--- config.mk ---
export PLATFORM = sky130hd
export DESIGN_NAME = sr_cmd_driver
export DESIGN_NICKNAME = d
export VERILOG_FILES = /design/src/rtl/sr_cmd_driver.sv
export SDC_FILE = /design/constraint.sdc
export NUM_CORES = 1
export LEC_CHECK = 0
export BUFFER_PORTS_ARGS = -buffer_cell sky130_fd_sc_hd__clkbuf_2
export CAP_MARGIN = 30
export CELL_PAD_IN_SITES_DETAIL_PLACEMENT = 1
export CELL_PAD_IN_SITES_GLOBAL_PLACEMENT = 1
export CORE_AREA = 10 10 53 55
export DETAILED_ROUTE_END_ITERATION = 10
export DIE_AREA = 0 0 63 65
export PLACE_DENSITY_LB_ADDON = 0.3
export SYNTH_ARGS = -nofsm -noshare
export SYNTH_HDL_FRONTEND = slang
export SYNTH_SLANG_ARGS = --single-unit
--- constraint.sdc ---
create_clock -name clk -period 2.37 [get_ports clk]
set_clock_uncertainty 0.1 [all_clocks]
set_input_delay 0.237 -clock clk [delete_from_list [all_inputs] [get_ports clk]]
set_output_delay 0.237 -clock clk [all_outputs]
set_load 0.02 [all_outputs]
--- src/rtl/sr_cmd_driver.sv ---
// Turns "make Q equal level L" requests into legal s/r pulses for a clocked SR flop, confirming via q_fb.
// Optional macro SR_DRV_HOLD_EN: hold s/r until q_fb matches (or PULSE_W+TIMEOUT cycles), skipping WAIT.
module sr_cmd_driver #(
  parameter int PULSE_W = 2,
  parameter int TIMEOUT = 4
) (
  input  logic clk,
  input  logic reset,
  input  logic req_valid,
  input  logic req_level,
  output logic req_ready,
  input  logic q_fb,
  output logic s,
  output logic r,
  output logic busy,
  output logic done,
  output logic err
);

`ifdef SR_DRV_HOLD_EN
  localparam int CNT_MAX = PULSE_W + TIMEOUT;
`else
  localparam int CNT_MAX = (PULSE_W > TIMEOUT) ? PULSE_W : TIMEOUT;
`endif
  localparam int CW = $clog2(CNT_MAX + 1);
  localparam logic [CW-1:0] TO_LAST = CW'(TIMEOUT - 1);
`ifdef SR_DRV_HOLD_EN
  localparam logic [CW-1:0] HOLD_LAST = CW'(PULSE_W + TIMEOUT - 1);
`else
  localparam logic [CW-1:0] PW_LAST = CW'(PULSE_W - 1);
`endif

  typedef enum logic [1:0] {IDLE, PULSE, WAIT, DONE} state_t;

  state_t        state, state_nxt;
  logic [CW-1:0] cnt, cnt_nxt;
  logic          lvl, lvl_nxt;
  logic          s_nxt, r_nxt, done_nxt, err_nxt;
  logic          match;

  assign match     = (q_fb == lvl);
  assign req_ready = (state == IDLE);
  assign busy      = ~req_ready;

  always_comb begin
    state_nxt = state;
    cnt_nxt   = cnt;
    lvl_nxt   = lvl;
    s_nxt     = s;
    r_nxt     = r;
    done_nxt  = 1'b0;
    err_nxt   = 1'b0;
    case (state)
      IDLE: if (req_valid) begin
        lvl_nxt = req_level;
        cnt_nxt = '0;
        if (q_fb == req_level) begin
          state_nxt = DONE;
          done_nxt  = 1'b1;
        end else begin
          state_nxt = PULSE;
          s_nxt     = req_level;
          r_nxt     = ~req_level;
        end
      end
`ifdef SR_DRV_HOLD_EN
      PULSE: if (match || cnt == HOLD_LAST) begin
        s_nxt     = 1'b0;
        r_nxt     = 1'b0;
        state_nxt = DONE;
        done_nxt  = 1'b1;
        err_nxt   = ~match;
        cnt_nxt   = '0;
      end else begin
        cnt_nxt = cnt + 1'b1;
      end
`else
      // Fixed width: an early q_fb match does not cut the pulse short.
      PULSE: if (cnt == PW_LAST) begin
        s_nxt     = 1'b0;
        r_nxt     = 1'b0;
        state_nxt = WAIT;
        cnt_nxt   = '0;
      end else begin
        cnt_nxt = cnt + 1'b1;
      end
`endif
      // Match is checked before expiry so a match on the last edge still succeeds.
      WAIT: if (match) begin
        state_nxt = DONE;
        done_nxt  = 1'b1;
        cnt_nxt   = '0;
      end else if (cnt == TO_LAST) begin
        state_nxt = DONE;
        done_nxt  = 1'b1;
        err_nxt   = 1'b1;
        cnt_nxt   = '0;
      end else begin
        cnt_nxt = cnt + 1'b1;
      end
      DONE:    state_nxt = IDLE;
      default: state_nxt = IDLE;
    endcase
  end

  always_ff @(posedge clk or posedge reset) begin
    if (reset) begin
      state <= IDLE;
      cnt   <= '0;
      lvl   <= 1'b0;
      s     <= 1'b0;
      r     <= 1'b0;
      done  <= 1'b0;
      err   <= 1'b0;
    end else begin
      state <= state_nxt;
      cnt   <= cnt_nxt;
      lvl   <= lvl_nxt;
      s     <= s_nxt;
      r     <= r_nxt;
      done  <= done_nxt;
      err   <= err_nxt;
    end
  end

endmodule

# --- Word level (Yosys, flattened, before mapping) ---
# Index checks and enable logic that the tools add are counted.
totals:
  regBits: 10
  out_inout_bits: 6
classes:
  n_addsub: 1
  n_eq_ne: 11
  mux: 25
  bitwise: 2
  n_reduce_logical: 7
ops:
  columns: ["cell", "count"]
  rows:
  - ["$mux 3", 4]
  - ["$mux 1", 11]
  - ["$mux 2", 5]
  - ["$pmux 3 s3", 1]
  - ["$pmux 2 s4", 1]
  - ["$ne 2x2->1 const B", 3]
  - ["$pmux 1 s2", 3]
  - ["$eq 2x2->1 const B", 2]
  - ["$reduce_and 2->1", 2]
  - ["$reduce_and 4->1", 1]
  - ["$add 3x1->3 const B", 1]
  - ["$eq 3x1->1 const B", 1]
  - ["$eq 3x2->1 const B", 1]
  - ["$ne 3x3->1 const B", 1]
  - ["$reduce_and 3->1", 1]
  - ["$reduce_bool 3->1", 1]
  - ["$eq 1x1->1", 2]
  - ["$eq 2x1->1 const B", 1]
  - ["$logic_not 2->1", 1]
  - ["$not 1->1", 2]
  - ["$reduce_bool 2->1", 1]

# --- Longest topological paths before layout ---
logic_depth:
  word_depth: 4
  ltp_mapped: 8
  mapped_depth_nobuf: 6

# --- Worst setup path after synthesis ---
# No wires, ideal clock.
synth_path:
  kind: "reg-to-reg"
  from: "reg state[0]"
  to: "reg state[1]"
  arrival_ps: 1666
  setup_slack_ps: 479
  path_stages_with_launch: 8
  path_buffers: 1
  synth_period_minus_slack_ps: 1891
  path_cell_list: "dfrtp_1 inv_1 ha_1 buf_2 and2b_2 a21oi_1 o21a_1 mux2_4"
synth_via:
  elab_chain_cells: 3
synth_rtl:
  columns: ["element", "line", "rtl"]
  rows:
  - ["start: declaration", "35", "state_t state, state_nxt;"]
  - ["start signal: assignment", "116", "state <= state_nxt;"]
  - ["$logic_not 2->1 (*)", null, null]
  - ["via req_ready", "11", "output logic req_ready,"]
  - ["$ne 2x2->1 (no line)", null, null]
  - ["$reduce_and 3->1 (no line)", null, null]
# The timed path passes the listed nets; every way through them passes the cells marked *.
# A chain may end at the register's enable or synchronous reset.

# --- Worst setup path after layout ---
layout_path:
  from: "reg state[0]"
  to: "reg state[1]"
layout_via:
  elab_chain_cells: 3
layout_rtl:
  columns: ["element", "line", "rtl"]
  rows:
  - ["$eq 2x2->1, or another cell as far along", "53", "case (state)"]
  - ["$ne 3x3->1 (no line) or $ne 2x2->1 (tied branches)", null, null]
  - ["$reduce_and 3->1 (no line)", null, null]
# Parallel ways exist; a longest one is shown, timed or not.

==> impl_metrics.env <==
export IMPL_ys_seq_elements=10
export IMPL_antenna_found_initial=0
export IMPL_slew_viol_final=0
export IMPL_io_pins=11
export IMPL_r2r_slack_ns=0.45
export IMPL_p_total_mw=0.963
export IMPL_setup_tns_ns=0
export IMPL_outcome="finished clean"
export IMPL_pwr_share_comb_pct=58.5
export IMPL_die_w_microns=63
export IMPL_synth_nets=87
export IMPL_first_pass_iters=3
export IMPL_syn_inst=74
export IMPL_cts_tree="done"
export IMPL_clock_sink_count=10
export IMPL_wl_per_cell_microns=13.3
export IMPL_hp_start="req_level"
export IMPL_port_buffers=10
export IMPL_wl_mm=1.49
export IMPL_tightestPinTransition_ns=0.414
export IMPL_finalHoldViolations=0
export IMPL_coreArea_sq_um=1860
export IMPL_drc=0
export IMPL_holdWs_ns=0.214
export IMPL_crit_chain="inv_1 > ha_1 > and2b_2 > a21oi_1 > o21a_1 > mux2_4"
export IMPL_async_reset_ff_share_pct=100
export IMPL_synth_warnings=0
export IMPL_seq_area_frac_synth_pct=36.4
export IMPL_insertedDiodeCount=0
export IMPL_utilization_pct=42.1
export IMPL_grt_max_degree=11
export IMPL_cap_violations=0
export IMPL_cp_start_kind="flop"
export IMPL_rr_startpoint="state[0]"
export IMPL_clkSlewWorstSetupHoldPaths_ns=0.06
export IMPL_cts_buffers=3
export IMPL_cts_root_buf="clkbuf_4"
export IMPL_p_leak_nw=0.393
export IMPL_power_density_nw_per_um2=1230
export IMPL_dp_hpwl_mm=1.20
export IMPL_synth_cell_types=30
export IMPL_place_area_sq_um=752
export IMPL_dr_max_layer_used="met3"
export IMPL_setup_violations=0
export IMPL_rsz0062_at_grt="no"
export IMPL_synth_edf_count=0
export IMPL_avgSynthCellArea_sq_um=9.30
export IMPL_internal_power_mw=0.527
export IMPL_hold_depth=2
export IMPL_ant_nets=0
export IMPL_cp_startpoint="state[0]"
export IMPL_vias_per_cell=4.85
export IMPL_worst_ep_arrival_time_ns=1.97
export IMPL_slowest_stage="dfrtp_1"
export IMPL_ir_drop_mv=0.439
export IMPL_crit_type="flop to flop"
export IMPL_grt_usage_pct=8.23
export IMPL_rows=16
export IMPL_instances_no_fill=112
export IMPL_worst_slack_ns=0.446
export IMPL_first_iter_violations=9
export IMPL_slew_headroom_pct=72.4
export IMPL_start_util_pct=37.0
export IMPL_route_met3_wl_microns=79
export IMPL_slowest_delay_ns=0.40
export IMPL_area_growth_pct=14.0
export IMPL_place_ws_ns=0.458
export IMPL_route_met2_wl_microns=739
export IMPL_synth_area_sq_um=688
export IMPL_die_h_microns=65
export IMPL_dieArea_sq_um=4100
export IMPL_fin_area_sq_um=785
export IMPL_grt_pass1_wl_mm=2.80
export IMPL_worst_r2r_path_depth=6
export IMPL_drive_gt1_share_pct=22.4
export IMPL_crit_fanout=10
export IMPL_swShare_pct=45.3
export IMPL_period_share_pct=81.2
export IMPL_hold_end="lvl"
export IMPL_clock_path_buffers=2
export IMPL_m1WireLength_microns=667
export IMPL_critPathCaptureType="flop"
export IMPL_min_period_ns=1.92
export IMPL_fin_nets=100
export IMPL_gr_total_overflow=0
export IMPL_clockPowerShare_pct=12.1
export IMPL_cts_setup_buffers=0
export IMPL_r2r_end="state[1]"
export IMPL_p_sw_mw=0.436
export IMPL_fmax_mhz=520
export IMPL_min_path_type="input pin to flop"
export IMPL_gp_congestion=0.787
export IMPL_dp_cells=108
export IMPL_clock_latency_ns=0.26
export IMPL_ys_flop_type="dfrtp_1"
export IMPL_grt_pass1_vias=598
export IMPL_htree_num_levels=1
export IMPL_cp_required_ns=2.42
export IMPL_p_seq_share_pct=29.4
export IMPL_vias=543
[registers in the layout, indices dropped and copies added (netlist names)]
name	count
s	1
lvl	1
err	1
r	1
cnt	3
state	2
done	1
[metal layers]
metal,track usage [%],vias up
met2,13.5,6
met3,2.92,0
met5,0,-
met1,9.58,262
met4,3.35,0
li1,-,275
[final cells by class]
class	instances	area, sq um
clock buffers	3	22.5
fillers	236	1080
inverters	11	41.3
multi-input cells	50	377
flip-flops and latches	10	250
well taps	27	33.8
repair buffers	11	60.1
[synth_stat cells (2+ instances only)]
cell type | instances | area [sq um]
a21oi_1 | 2 | 10.0
o22ai_1 | 3 | 18.8
inv_1 | 11 | 41.3
ha_1 | 8 | 100
a31oi_1 | 2 | 12.5
dfrtp_1 | 10 | 250
a32oi_1 | 2 | 17.5
o21ai_0 | 5 | 25.0
nor2_1 | 2 | 7.51
nand2_1 | 8 | 30.0
o21a_1 | 2 | 15.0
[critical path, delay by kind of cell, from the launching register on]
kind	cells	cell delay, ns
DFF	1	0.40
AOI/OAI and AO/OA	2	0.36
adders and majority gates	1	0.32
muxes	1	0.30
and+or+nand+nor	1	0.25
buffers and inverters	1	0.09
[layout by cell type (no fill, tap or decap), types with 2 or more instances in the layout]
cell	synthesis	final
a21oi_1	2	2
a31oi_1	2	2
a32oi_1	2	2
clkbuf_2	0	10
clkbuf_4	0	3
dfrtp_1	10	10
ha_1	8	8
inv_1	11	11
nand2_1	8	8
nor2_1	2	2
o21a_1	2	2
o21ai_0	5	5
o22ai_1	3	3
[power by group through the flow]
| stage | Sequential (mW) | Combinational [mW] | Clock (mW) |
|---|---|---|---|
| final | 0.283 | 0.563 | 0.117 |
| after global routing | 0.294 | 0.655 | 0.133 |
| after CTS | 0.283 | 0.574 | 0.124 |
| after detailed placement | 0.286 | 0.570 | 0 |
| after global placement | 0.283 | 0.557 | 0 |
| after floorplan | 0.302 | 0.419 | 0 |
[worst max-delay path by stage]
stage          cells past startpoint  slack (ns)        to
2_1_floorplan                      7        0.48  state[1]
3_3_place_gp                       6        0.56  state[1]
3_5_place_dp                       6        0.46  state[1]
4_1_cts                            6        0.45  state[1]
5_1_grt                            6        0.29  state[1]
6_report                           6        0.45  state[1]
[what timing repair did]
| item | CTS | global route |
|---|---|---|
| hold endpoints to repair | 10 | 0 |
| resized for setup | 0 | 0 |
| hold buffers | 1 | 0 |
[logic make-up after synthesis]
kind of cell / Yosys count / share of synthesized area, %
compound gates: 20 / 19.1
mux: 2 / 3.82
flops: 10 / 36.4
buf+inv: 14 / 8.91
simple gates: 18 / 13.6
fa+ha+maj: 8 / 14.5
xor+xnor: 2 / 3.64
(Power assumes the default switching activity.)
